<file path="src/rtl/bitstream_window_sequencer.sv">
`default_nettype none
// ============================================================================
// Module   : bitstream_window_sequencer
// Brief    : Evaluation-window sequencer and per-channel ones accumulator for
//            stochastic bitstream networks, unipolar or bipolar result output.
// Revision : 1.0 - initial release
// ============================================================================
module bitstream_window_sequencer #(
    parameter int N_CH    = 1,
    parameter int LENGTH  = 256,
    parameter int LATENCY = 0,
    parameter int CNT_W   = $clog2(LENGTH) + 1,
    parameter int RES_W   = CNT_W + 1
) (
    input  logic                    clk,
    input  logic                    n_rst,
    input  logic                    start,
    input  logic                    bipolar,
    input  logic [N_CH-1:0]         bitstream_in,
    output logic                    compute,
    output logic                    busy,
    output logic                    result_valid,
    input  logic                    result_ready,
    output logic [N_CH*RES_W-1:0]   result
);

    localparam int c_MAX_CYC = (LATENCY > LENGTH) ? LATENCY : LENGTH;
    localparam int c_CYC_W   = (c_MAX_CYC > 1) ? $clog2(c_MAX_CYC) : 1;
    localparam logic [c_CYC_W-1:0] c_SKIP_LAST  = c_CYC_W'((LATENCY > 0) ? LATENCY - 1 : 0);
    localparam logic [c_CYC_W-1:0] c_COUNT_LAST = c_CYC_W'(LENGTH - 1);
    localparam logic [RES_W-1:0]   c_LEN_RES    = RES_W'(LENGTH);

    typedef enum logic [1:0] {
        S_IDLE  = 2'd0,
        S_SKIP  = 2'd1,
        S_COUNT = 2'd2,
        S_HOLD  = 2'd3
    } state_t;

    state_t                 r_state;
    logic [c_CYC_W-1:0]     r_cyc;
    logic [CNT_W-1:0]       r_cnt [N_CH];
    logic                   r_bipolar;

    logic [CNT_W-1:0]       w_cnt_next [N_CH];
    logic [N_CH*RES_W-1:0]  w_res_final;
    logic                   w_accept;
    state_t                 w_first_state;

    // A start is taken from IDLE, or from HOLD when the result is consumed in the same cycle.
    assign w_accept      = start && ((r_state == S_IDLE) ||
                                     ((r_state == S_HOLD) && result_ready));
    assign w_first_state = (LATENCY > 0) ? S_SKIP : S_COUNT;

    generate
        for (genvar c = 0; c < N_CH; c++) begin : g_ch
            logic [RES_W-1:0] w_uni;
            logic [RES_W-1:0] w_bip;

            assign w_cnt_next[c] = r_cnt[c] + CNT_W'(bitstream_in[c]);
            assign w_uni         = RES_W'(w_cnt_next[c]);
            // 2n - LENGTH; 2n always fits in RES_W bits, so modular subtraction gives the signed value.
            assign w_bip         = {w_uni[RES_W-2:0], 1'b0} - c_LEN_RES;
            assign w_res_final[c*RES_W +: RES_W] = r_bipolar ? w_bip : w_uni;
        end
    endgenerate

    always_ff @(posedge clk or negedge n_rst) begin
        if (!n_rst) begin
            r_state      <= S_IDLE;
            r_cyc        <= '0;
            r_bipolar    <= 1'b0;
            compute      <= 1'b0;
            busy         <= 1'b0;
            result_valid <= 1'b0;
            result       <= '0;
            for (int c = 0; c < N_CH; c++) begin
                r_cnt[c] <= '0;
            end
        end else begin
            case (r_state)
                S_IDLE, S_HOLD: begin
                    if (w_accept) begin
                        r_state      <= w_first_state;
                        r_cyc        <= '0;
                        r_bipolar    <= bipolar;
                        compute      <= 1'b1;
                        busy         <= 1'b1;
                        result_valid <= 1'b0;
                        for (int c = 0; c < N_CH; c++) begin
                            r_cnt[c] <= '0;
                        end
                    end else if ((r_state == S_HOLD) && result_ready) begin
                        r_state      <= S_IDLE;
                        busy         <= 1'b0;
                        result_valid <= 1'b0;
                    end
                end
                S_SKIP: begin
                    if (r_cyc == c_SKIP_LAST) begin
                        r_state <= S_COUNT;
                        r_cyc   <= '0;
                    end else begin
                        r_cyc <= r_cyc + c_CYC_W'(1);
                    end
                end
                S_COUNT: begin
                    for (int c = 0; c < N_CH; c++) begin
                        r_cnt[c] <= w_cnt_next[c];
                    end
                    // The final bit is folded into the result through w_cnt_next.
                    if (r_cyc == c_COUNT_LAST) begin
                        r_state      <= S_HOLD;
                        r_cyc        <= '0;
                        compute      <= 1'b0;
                        result_valid <= 1'b1;
                        result       <= w_res_final;
                    end else begin
                        r_cyc <= r_cyc + c_CYC_W'(1);
                    end
                end
                default: begin
                    r_state <= S_IDLE;
                end
            endcase
        end
    end

endmodule
`default_nettype wire

</file>
<file path="config.mk">
export PLATFORM = sky130hd
export DESIGN_NAME = bitstream_window_sequencer
export DESIGN_NICKNAME = d
export VERILOG_FILES = /design/src/rtl/bitstream_window_sequencer.sv
export SDC_FILE = /design/constraint.sdc
export NUM_CORES = 1
export LEC_CHECK = 0
export BUFFER_PORTS_ARGS = -buffer_cell sky130_fd_sc_hd__buf_2
export CAP_MARGIN = 20
export CELL_PAD_IN_SITES_DETAIL_PLACEMENT = 1
export CELL_PAD_IN_SITES_GLOBAL_PLACEMENT = 1
export CORE_UTILIZATION = 35
export CTS_CLUSTER_SIZE = 25
export DETAILED_ROUTE_END_ITERATION = 8
export GPL_TIMING_DRIVEN = 0
export HOLD_SLACK_MARGIN = 0.06
export PLACE_DENSITY_LB_ADDON = 0.1
export SLEW_MARGIN = 20
export SYNTH_ARGS = -nofsm -noshare
export SYNTH_HDL_FRONTEND = slang
export SYNTH_SLANG_ARGS = --single-unit
</file>
<file path="constraint.sdc">
create_clock -name clk -period 3.4 [get_ports clk]
set_input_delay 0.17 -clock clk [delete_from_list [all_inputs] [get_ports clk]]
set_output_delay 0.17 -clock clk [all_outputs]
set_load 0.01 [all_outputs]
</file>
=== Word-level counts from Yosys, hierarchy flattened ===
Cells that the tools add are included.

* Register bits: 33
* Input bits: 6
* Output and inout bits: 13
* Logic and storage cells: 54

* Add/sub/neg operators: 3
* Equal/unequal tests: 8
* Mux-type cells: 20
* Reduce and logical (&&, ||, !) cells: 15

{| class="wikitable"
|+ Operators by type and width
! cell !! number
|-
| 8-bit two-way mux || 3
|-
| 8-bit case mux with 3 select lines || 1
|-
| 9-bit case mux with 2 select lines || 1
|-
| 10-bit two-way mux || 1
|-
| 10-bit by 9-bit subtractor with 10-bit output, second input constant || 1
|-
| 9-bit by 1-bit adder with 9-bit output || 1
|-
| 9-bit two-way mux || 1
|-
| 3-bit AND reduction || 3
|-
| 8-bit by 1-bit adder with 8-bit output, second input constant || 1
|-
| 8-bit == test, second input constant || 1
|-
| 8-bit zero test || 1
|-
| 2-bit two-way mux || 4
|-
| 2-bit AND reduction || 4
|-
| 1-bit two-way mux || 6
|-
| 2-bit inequality test, second input constant || 3
|-
| 2-bit case mux with 3 select lines || 1
|-
| 2-bit == test, second input constant || 2
|-
| 1-bit case mux with 2 select lines || 2
|-
| 2-bit nonzero test || 2
|-
| 3-bit inequality test, second input constant || 1
|-
| 2-bit by 1-bit == test with 1-bit output, second input constant || 1
|-
| 1-bit logical AND || 2
|-
| 2-bit zero test || 1
|-
| 2-bit OR reduction || 1
|-
| 1-bit logical OR || 1
|}

=== Logic depth before layout (Yosys ltp) ===
Gate-level depths: netlist of the first run.

* Word-level depth: 6
* Depth in mapped cells: 8
* Gate-level depth less buffers: 6

=== Worst setup path before layout of the first run ===
No wires, ideal clock.

* Kind: register to register
* Start point: register r_state[0]
* End point: register r_cnt[8] in the netlist's numbering
* Setup time: 0.087 ns
* Arrival time: 1.683 ns
* Required time: 3.313 ns
* Setup slack: 1.631 ns
* Cell stages (with the launch flop): 9
* Path buffers: 2
* Clock period less this slack: 1.769 ns
* Cell sequence: dfrtp_1 -> inv_1 -> ha_1 -> buf_2 -> inv_1 -> clkbuf_1 -> nor3_1 -> o21ai_0 -> o211ai_1

* Word-level cells in the longest chain between the ends: 6

{| class="wikitable"
|+ RTL lines
! item !! line !! source
|-
| start, declared || 40 || <nowiki>state_t r_state;</nowiki>
|-
| start signal, assigned || 84 || <nowiki>r_state <= w_first_state;</nowiki>
|-
| 2-bit == test || 52, 81 ||
|-
| 1-bit logical AND || 52 || <nowiki>((r_state == S_HOLD) && result_ready));</nowiki>
|-
| 1-bit logical OR || 51 || <nowiki>assign w_accept = start && ((r_state == S_IDLE) ||</nowiki>
|-
| 1-bit logical AND || 51 ||
|-
| 2-bit inequality test (no source line) || - ||
|-
| 2-bit AND reduction (no source line) || - ||
|-
| end signal, assigned by index || 109 || <nowiki>r_cnt[c] <= w_cnt_next[c];</nowiki>
|-
| end, declared || 42 || <nowiki>logic [CNT_W-1:0] r_cnt [N_CH];</nowiki>
|}

Several ways; a longest one is shown, not always the timed one.
A chain may end at the register's enable or synchronous reset.

=== Worst setup path after layout of the first run ===
Same ends and word-level chain as after synthesis.

==> impl_metrics.tcl, run 1 <==
set metrics [dict create \
    die_area_um2 6140 \
    cts_tree "done" \
    rsz0062_at_grt "no" \
    grt_overflow 0 \
    register_area_um2 826 \
    seq_power_share_pct 32.9 \
    reg2reg_slack_ns 0.94 \
    rr_endpoint "r_cnt[8]$_DFFE_PN0P_" \
    grt_pass1_vias 1879 \
    layout_worst_path_cycle_share_pct 72.3 \
    cp-end-kind "flip-flop" \
    cts_sinks 33 \
    coreArea_um2 5570 \
    r2r-start "r_state[0]$_DFFE_PN0P_" \
    placed_cell_area_um2 2220 \
    slew-limit-headroom_pct 41.1 \
    hold_buffers 1 \
    cts_root_buf "clkbuf_8" \
    place_congestion 0.796 \
    p_int_uw 894 \
    design_area_um2 2310 \
    cp_max_fo 10 \
    clockPowerShare_pct 18.1 \
    dr.pass1.iters 4 \
    track_usage_pct 19.8 \
    drt_iter0_drc 62 \
    max_cap_viol_count 0 \
    die_h_um 78.3 \
    synth.ff_latch_count 33 \
    sw_frac_of_total_pct 45.3 \
    synth.avg_cell_area_um2 8.68 \
    vias 1804 \
    drive_gt1_share_pct 14.5 \
    p_sw_uw 741 \
    min_to "r_bipolar$_DFFE_PN0P_" \
    drt_wl_total_um 5350 \
    p_per_area_nw_per_um2 707 \
    antenna_cells 0 \
    syn-num-nets 250 \
    num_rows 27 \
    ioPinCount 19 \
    ys.warnings.count 0 \
    crit_type "flip-flop to flip-flop" \
    post-dp-hpwl_um 3820 \
    power_uw 1640 \
    nNetsFinal 276 \
    vdd_drop_max_mv 0.294 \
    syn2layout_area_growth_pct 13.4 \
    port-buffer-count 18 \
    initial_utilization_pct 36.6 \
    syn_inst 235 \
    synth_area_um2 2040 \
    max_freq_mhz 407 \
    cts-resized-gates 0 \
    synth_edf_count 0 \
    ys_seq_area_share_pct 40.5 \
    worstHoldStart "bipolar" \
    drc 0 \
    die_x_um 78.3 \
    status "complete, no violations" \
    numCtsBuffers 5 \
    crit_required_ns 3.60 \
    async_flop_share_pct 100 \
    grt_pass1_wl_um 9340 \
    htreeDepth 2 \
    setup_tns_ns 0 \
    tightest_slew_ns 0.877 \
    avgViaCountPerCell 5.40 \
    clock_skew_ns 0.0102 \
    min_period_ns 2.46 \
    routedWlPerCell_um 16.0 \
    hold_depth 2 \
    leakage_uw 0.00106 \
    worstSetupStartpointType "flip-flop" \
    cts.path.max_buffers 2 \
    hold_violations 0 \
    synth-main-ff-cell "dfrtp_1" \
    postCtsSetupBuffers 0 \
    hp-class "primary input to flip-flop" \
    p_comb_share_pct 48.9 \
    multi_input_area_um2 1120 \
    slew_violations 0 \
    grt_max_degree 34 \
    setup_viol 0 \
    ant_nets 0 \
    synth_cell_type_count 45 \
    nFillCells 690 \
    antenna_found_initial 0 \
    cp.arrival_ns 2.66 \
    insertion_delay_ns 0.29 \
    path_clk_slew_ns 0.08 \
    rr_worst_depth 8 \
]
cells in the mapped netlist (2+ instances only):
library cell	count	area, um^2
a21o_1	2	15.0
a21oi_1	7	35.0
nor4_1	2	12.5
clkbuf_1	8	30.0
a22oi_1	2	15.0
buf_2	5	25.0
o21ai_0	20	100
nor2_1	7	26.3
dfrtp_1	33	826
and3_1	2	12.5
xor2_1	3	26.3
and2_1	5	31.3
mux2i_1	2	20.0
or3_1	2	12.5
a211oi_1	3	22.5
o221ai_1	5	43.8
inv_1	10	37.5
mux2_2	5	56.3
ha_1	9	113
o311ai_0	3	26.3
o31ai_1	3	22.5
nor2b_1	6	37.5
nand2_1	37	139
nor3_1	18	90.1
o21a_1	8	60.1
nand3_1	9	45.0
stage by stage:
step                hold WS, ns  setup WS [ns]  util (%)  cells
global route              0.104          0.676      41.5    334
detailed placement        0.311          0.900      39.8    325
CTS                       0.100          0.882      41.5    334
finish                    0.103          0.942      41.5    334
floorplan                -0.126           1.63         -    235
global placement          0.301          0.940      39.8    325
worst max-delay path by stage:
| stage | from | end | slack (ns) | depth (start not counted) |
|---|---|---|---|---|
| finish | r_state[0]$_DFFE_PN0P_ | r_cnt[8]$_DFFE_PN0P_ | 0.94 | 8 |
| global route | r_state[0]$_DFFE_PN0P_ | r_cnt[8]$_DFFE_PN0P_ | 0.68 | 8 |
| CTS | r_state[0]$_DFFE_PN0P_ | r_cnt[8]$_DFFE_PN0P_ | 0.88 | 8 |
| detailed placement | r_state[0]$_DFFE_PN0P_ | r_cnt[8]$_DFFE_PN0P_ | 0.90 | 8 |
| global placement | r_state[0]$_DFFE_PN0P_ | r_cnt[8]$_DFFE_PN0P_ | 0.94 | 8 |
| floorplan | r_state[0]$_DFFE_PN0P_ | r_cnt[8]$_DFFE_PN0P_ | 1.63 | 8 |
cells by family (layout without fill, tap and decap cells):
| group | count (synthesis) | after routing | share of synthesized area (%) |
|---|---|---|---|
| xor+xnor | 4 | 4 | 1.72 |
| buf+inv | 24 | 51 | 4.72 |
| mux | 7 | 7 | 3.74 |
| simple gates | 93 | 93 | 22.1 |
| flops | 33 | 33 | 40.5 |
| fa+ha+maj | 9 | 9 | 5.52 |
| compound gates | 65 | 65 | 21.7 |
layout make-up:
| type | count | area share [%] |
|---|---|---|
| multi-input combinational | 178 | 48.3 |
| tap | 72 | 3.90 |
| sequential | 33 | 35.7 |
| timing repair buffer | 19 | 4.33 |
| clock buffer | 6 | 3.14 |
| clock inverter | 2 | 0.433 |
| inverter | 11 | 1.79 |
| buffer | 13 | 2.38 |
state kept, by name, indices dropped and copies added (netlist names):
name          cells
busy              1
compute           1
r_bipolar         1
r_cnt             9
r_cyc             8
r_state           2
result           10
result_valid      1
power by group through the flow:
stage / combinational (uW) / sequential [uW] / clock (uW)
floorplan: 581 / 530 / 0
global placement: 802 / 547 / 0
detailed placement: 808 / 547 / 0
CTS: 815 / 541 / 309
global route: 919 / 554 / 322
finish: 800 / 538 / 297
critical path: stages (launching register included):
cell and delay, ns:
dfrtp_1 0.41, inv_1 0.11, ha_1 0.15, buf_2 0.22, inv_1 0.08, clkbuf_1 0.24, nor3_1 0.78, o21ai_0 0.21
o211ai_1 0.15
layout by cell type, fill, tap and decap left out, types with 2 or more instances in the layout:
| cell type | n |
|---|---|
| nand2_1 | 37 |
| dfrtp_1 | 33 |
| buf_2 | 23 |
| o21ai_0 | 20 |
| nor3_1 | 18 |
| inv_1 | 10 |
| clkbuf_1 | 9 |
| nand3_1 | 9 |
| ha_1 | 9 |
| o21a_1 | 8 |
| a21oi_1 | 7 |
| nor2_1 | 7 |
| nor2b_1 | 6 |
| mux2_2 | 5 |
| and2_1 | 5 |
| o221ai_1 | 5 |
| clkbuf_8 | 5 |
| a211oi_1 | 3 |
| o31ai_1 | 3 |
| xor2_1 | 3 |
| o311ai_0 | 3 |
| a21o_1 | 2 |
| a22oi_1 | 2 |
| or3_1 | 2 |
| and3_1 | 2 |
| mux2i_1 | 2 |
| nor4_1 | 2 |
| clkinv_2 | 2 |
routing by layer:
metal | global-route usage [%] | up-vias | part of all wire (%)
met5 | 0 | - | 0
met2 | 30.9 | 24 | 43
met1 | 27.6 | 875 | 53
met3 | 3.84 | 4 | 3.1
met4 | 5.74 | 0 | 0.79
li1 | - | 901 | -
Power figures use the tool's default switching activity.
==> run 2: changes to the inputs <==
- ABC_AREA: not set -> 1
- clock period: 3.4 -> 2.2 ns (I/O delays scaled with it)
==> impl_metrics.tcl, run 2 <==
set metrics [dict create \
    die_x_um 74.9 \
    layout_worst_path_cycle_share_pct 85.1 \
    ant_nets 0 \
    synth_area_um2 1860 \
    drt_wl_total_um 4250 \
    post-dp-hpwl_um 3260 \
    routedWlPerCell_um 12.7 \
    holdWs_ns 0.0730 \
    design_area_um2 2150 \
    synth-main-ff-cell "dfrtp_1" \
    async_flop_share_pct 100 \
    ys_seq_area_share_pct 44.4 \
    setup_tns_ns 0 \
    num_rows 26 \
    crit_required_ns 2.34 \
    synth_top_area_share_pct 44.4 \
    rr_worst_depth 8 \
    largest_reg_flops 10 \
    synthTopCellsByArea "dfrtp_1 44%, nand2_1 18%, nand3_1 9.7%" \
    setup_viol 0 \
    avgViaCountPerCell 4.78 \
    nFillCells 657 \
    r2r-start "r_state[0]$_DFFE_PN0P_" \
    port-buffer-count 18 \
    endpoint "compute$_DFFE_PN0P_" \
    vias 1595 \
    grt_pass1_wl_um 7210 \
    syn-num-nets 252 \
    final_cell_mix "91 x nand2_1, 36 x nand3_1, 33 x dfrtp_1" \
    cts_sinks 33 \
    rsz0062_at_grt "no" \
    top_regs "result x10, r_cnt x9, r_cyc x8" \
    worstSetupStartpointType "flip-flop" \
    insertion_delay_ns 0.28 \
    numCtsBuffers 5 \
    ys.warnings.count 0 \
    drive_gt1_share_pct 14.0 \
    path_clk_slew_ns 0.07 \
    crit_start "r_state[0]$_DFFE_PN0P_" \
    synth_commonest_cells "91 x nand2_1, 36 x nand3_1, 33 x dfrtp_1" \
    synth_cell_type_count 20 \
    drt_iter0_drc 62 \
    coreArea_um2 5110 \
    cts_root_buf "clkbuf_8" \
    slew-limit-headroom_pct 50.1 \
    die_h_um 74.9 \
    rr_endpoint "compute$_DFFE_PN0P_" \
    placed_cell_area_um2 2040 \
    postCtsSetupBuffers 0 \
    p_per_area_nw_per_um2 1030 \
    slew_violations 0 \
    place_ws_ns 0.270 \
    reg2reg_slack_ns 0.33 \
    cp-end-kind "flip-flop" \
    drc 0 \
    syn_inst 237 \
    htreeDepth 2 \
    ioPinCount 19 \
    hp-class "primary input to flip-flop" \
    antenna_found_initial 0 \
    syn2layout_area_growth_pct 15.5 \
    fin_util_pct 42.1 \
    synth_area_leader_cell "dfrtp_1" \
    vdd_drop_max_mv 0.575 \
    regMostFlops "result" \
    nNetsFinal 278 \
    die_area_um2 5620 \
    leakage_uw 0.00103 \
    cts.path.max_buffers 2 \
    min_period_ns 1.87 \
    synth.ff_latch_count 33 \
    initial_utilization_pct 36.5 \
    grt_max_degree 34 \
    cts_tree "done" \
    dr.pass1.iters 4 \
    yosysMostFrequentCell "nand2_1" \
    max_freq_mhz 534 \
    setup_ws_ns 0.328 \
    cp.arrival_ns 2.01 \
    grt_overflow 0 \
    status "complete, no violations" \
    antenna_cells 0 \
    cp_max_fo 10 \
    final_common_cell "nand2_1" \
    synth.avg_cell_area_um2 7.86 \
    tightest_slew_ns 0.748 \
    place_congestion 0.780 \
    track_usage_pct 17.3 \
    synth_edf_count 0 \
    max_cap_viol_count 0 \
    clock_skew_ns 0.00982 \
    grt_pass1_vias 1598 \
    crit_type "flip-flop to flip-flop" \
    hold_violations 0 \
]
-- run 2: changes by cell type in the layout (fill, tap and decap cells not counted), sizes merged, moves of 7 or more --
cell / previous run / this run
o21ai: 21 / 7
inv: 10 / 18
o21a: 8 / 0
nor2: 7 / 16
nand2: 37 / 93
nand3: 10 / 38
clkbuf: 14 / 7
nor3: 18 / 0
-- run 2: metrics by stage --
stage	cells	power [uW]
finish	334	2220
global route	334	2440
CTS	334	2270
detailed placement	325	1750
global placement	325	1720
floorplan	237	1450
-- run 2: layout make-up --
type                            instances  area (um^2)  area share, %
Sequential cell                        33          826           38.4
Clock inverter                          1         5.00          0.233
Buffer                                  3         15.0          0.698
Multi-Input combinational cell        183          953           44.3
Timing Repair Buffer                   19          100           4.65
Clock buffer                            7         96.3           4.48
Tap cell                               70         87.6           4.07
Inverter                               18         67.6           3.14
-- run 2: what timing repair did --
action                                 CTS  global route
hold buffers                             1             0
endpoints found under the hold margin   33             0
gates resized for setup                  0             0
-- run 2: layer usage --
metal  track usage (%)  up-vias  part of all wire, %
li1                  -      809                    -
met1              20.3      756                   45
met2              30.6       21                   51
met3              4.15        9                  2.3
met4              6.08        0                  1.9
met5                 0        -                    0
-- run 2: critical path, stage by stage (launching register included) --
cell and delay, ns:
dfrtp_1 0.39, inv_1 0.10, ha_1 0.31, inv_1 0.12, nand3_1 0.31, nand2_1 0.29, nand2_1 0.08, nand2_1 0.05
o21ai_0 0.08
-- run 2: where the power goes --
part           internal, uW  switching, uW
logic                   276            646
registers               705           89.4
clock network           283            226
-- run 2: kinds of logic after synthesis --
logic type                 synth area share (%)
AOI/OAI and AO/OA                          3.36
xor gates and xnor gates                   4.23
and+or+nand+nor                            37.6
buffers and inverters                      4.43
adders and majority gates                  6.05
DFF                                        44.4
-- run 2: worst min path at each step --
stage / from / slack [ns] / end / cells after the start
floorplan: n_rst / -0.19 / busy$_DFFE_PN0P_ / 0
global route: bipolar / 0.11 / r_bipolar$_DFFE_PN0P_ / 3
CTS: bipolar / 0.07 / r_bipolar$_DFFE_PN0P_ / 3
finish: bipolar / 0.07 / r_bipolar$_DFFE_PN0P_ / 3
detailed placement: n_rst / 0.23 / result[9]$_DFFE_PN0P_ / 1
global placement: n_rst / 0.23 / result[9]$_DFFE_PN0P_ / 1
==> run 3: changes to the inputs <==
--- a/config.mk
+++ b/config.mk
@@ -6,5 +6,4 @@
 export NUM_CORES = 1
 export LEC_CHECK = 0
-export ABC_AREA = 1
 export BUFFER_PORTS_ARGS = -buffer_cell sky130_fd_sc_hd__buf_2
 export CAP_MARGIN = 20
==> constraint.sdc (replaced) <==
create_clock -name clk -period 2.2 [get_ports clk]
set_input_delay 0.22 -clock clk [delete_from_list [all_inputs] [get_ports clk]]
set_output_delay 0.22 -clock clk [all_outputs]
set_load 0.01 [all_outputs]
==> impl_metrics.tcl, run 3 (same netlist as run 1, synthesis figures left out) <==
set metrics [dict create \
    status "complete, no violations" \
    drc 0 \
    syn2layout_area_growth_pct 15.2 \
    cp-end-kind "flip-flop" \
    routedWlPerCell_um 16.1 \
    setup_viol 0 \
    leakage_uw 0.00108 \
    grt_pass1_wl_um 9380 \
    crit_required_ns 2.38 \
    initial_utilization_pct 36.6 \
    place_congestion 0.796 \
    rsz0062_at_grt "no" \
    cts_tree "done" \
    track_usage_pct 19.8 \
    port-buffer-count 18 \
    layout_worst_path_cycle_share_pct 90.7 \
    numCtsBuffers 5 \
    ioPinCount 19 \
    final_common_cell "nand2_1" \
    cts_sinks 33 \
    slew-limit-headroom_pct 48.8 \
    num_rows 27 \
    post-dp-hpwl_um 3820 \
    clock_skew_ns 0.00879 \
    die_x_um 78.3 \
    insertion_delay_ns 0.29 \
    cts_root_buf "clkbuf_8" \
    avgViaCountPerCell 5.39 \
    hold_violations 0 \
    coreArea_um2 5570 \
    ant_nets 0 \
    drt_iter0_drc 91 \
    tightest_slew_ns 0.769 \
    antenna_cells 0 \
    slew_violations 0 \
    htreeDepth 2 \
    setup_ws_ns 0.205 \
    top_regs "result x10, r_cnt x9, r_cyc x8" \
    dr.pass1.iters 4 \
    largest_reg_flops 10 \
    drive_gt1_share_pct 17.9 \
    place_ws_ns -0.300 \
    die_h_um 78.3 \
    p_per_area_nw_per_um2 1100 \
    nNetsFinal 277 \
    die_area_um2 6140 \
    hp-class "primary input to flip-flop" \
    antenna_found_initial 0 \
    fin_cells 335 \
    max_freq_mhz 501 \
    cp.arrival_ns 2.18 \
    vias 1807 \
    cts.path.max_buffers 2 \
    vdd_drop_max_mv 0.458 \
    grt_pass1_vias 1880 \
    fin_util_pct 42.2 \
    dp.cells 325 \
    min_period_ns 1.99 \
    path_clk_slew_ns 0.07 \
    final_cell_mix "37 x nand2_1, 33 x dfrtp_1, 23 x buf_2" \
    worstSetupStartpointType "flip-flop" \
    max_cap_viol_count 0 \
    regMostFlops "result" \
    cp_max_fo 6 \
    drt_wl_total_um 5390 \
    grt_overflow 0 \
    crit_type "flip-flop to flip-flop" \
    grt_max_degree 34 \
]
[run 3: repair_timing]
action,4_1_cts,5_1_grt
gates resized for setup,3,12
hold buffers,1,0
buffers inserted,0,1
pin swaps,0,1
setup endpoints to repair,13,27
hold endpoints to repair,33,0
[run 3: final timing paths]
kind                       cells past startpoint  slack [ns]                  start               endpoint
min in group asynchronous                      2        0.54                  n_rst   r_cnt[5]$_DFFE_PN0P_
min                                            2        0.15                bipolar  r_bipolar$_DFFE_PN0P_
max                                            6        0.21   r_cnt[0]$_DFFE_PN0P_  result[9]$_DFFE_PN0P_
max in group asynchronous                      2        1.17                  n_rst   r_cyc[1]$_DFFE_PN0P_
min reg2reg                                    2        0.48  result[6]$_DFFE_PN0P_  result[6]$_DFFE_PN0P_
max reg2reg                                    6        0.21   r_cnt[0]$_DFFE_PN0P_  result[9]$_DFFE_PN0P_
[run 3: cell type report]
cell class	instances	area [um^2]
Buffer	13	60.1
Clock buffer	6	72.6
Clock inverter	2	10.0
Fill cell	683	3220
Inverter	11	41.3
Multi-Input combinational cell	178	1140
Sequential cell	33	826
Tap cell	72	90.1
Timing Repair Buffer	20	108
[run 3: report_power, final]
group          switching (uW)  internal (uW)  leakage [uW]
registers                 113            719      0.000428
clock network             240            219     0.0000450
logic                     817            470      0.000610
[run 3: per-stage QoR]
| stage | setup TNS (ns) | instance area (um^2) | hold WS [ns] | power, uW |
|---|---|---|---|---|
| 2_1_floorplan | 0 | 2040 | -0.0756 | 1720 |
| 3_3_place_gp | -1.53 | 2220 | 0.351 | 2080 |
| 3_5_place_dp | -1.70 | 2220 | 0.361 | 2090 |
| 4_1_cts | 0 | 2330 | 0.150 | 2590 |
| 5_1_grt | 0 | 2350 | 0.154 | 2820 |
| 6_report | 0 | 2350 | 0.152 | 2580 |
[run 3: layer usage]
metal	track usage (%)	wire length, um
met1	27.6	2790
met3	3.84	168
met5	0	0
met2	31.1	2370
met4	5.74	65
[run 3: worst max-delay path, cell delays in order, from the launching register on]
cell and delay (ns):
dfrtp_1 0.37, ha_1 0.20, ha_1 0.31, nand3_1 0.13
nor3_1 0.43, a211oi_1 0.10, o41ai_1 0.34
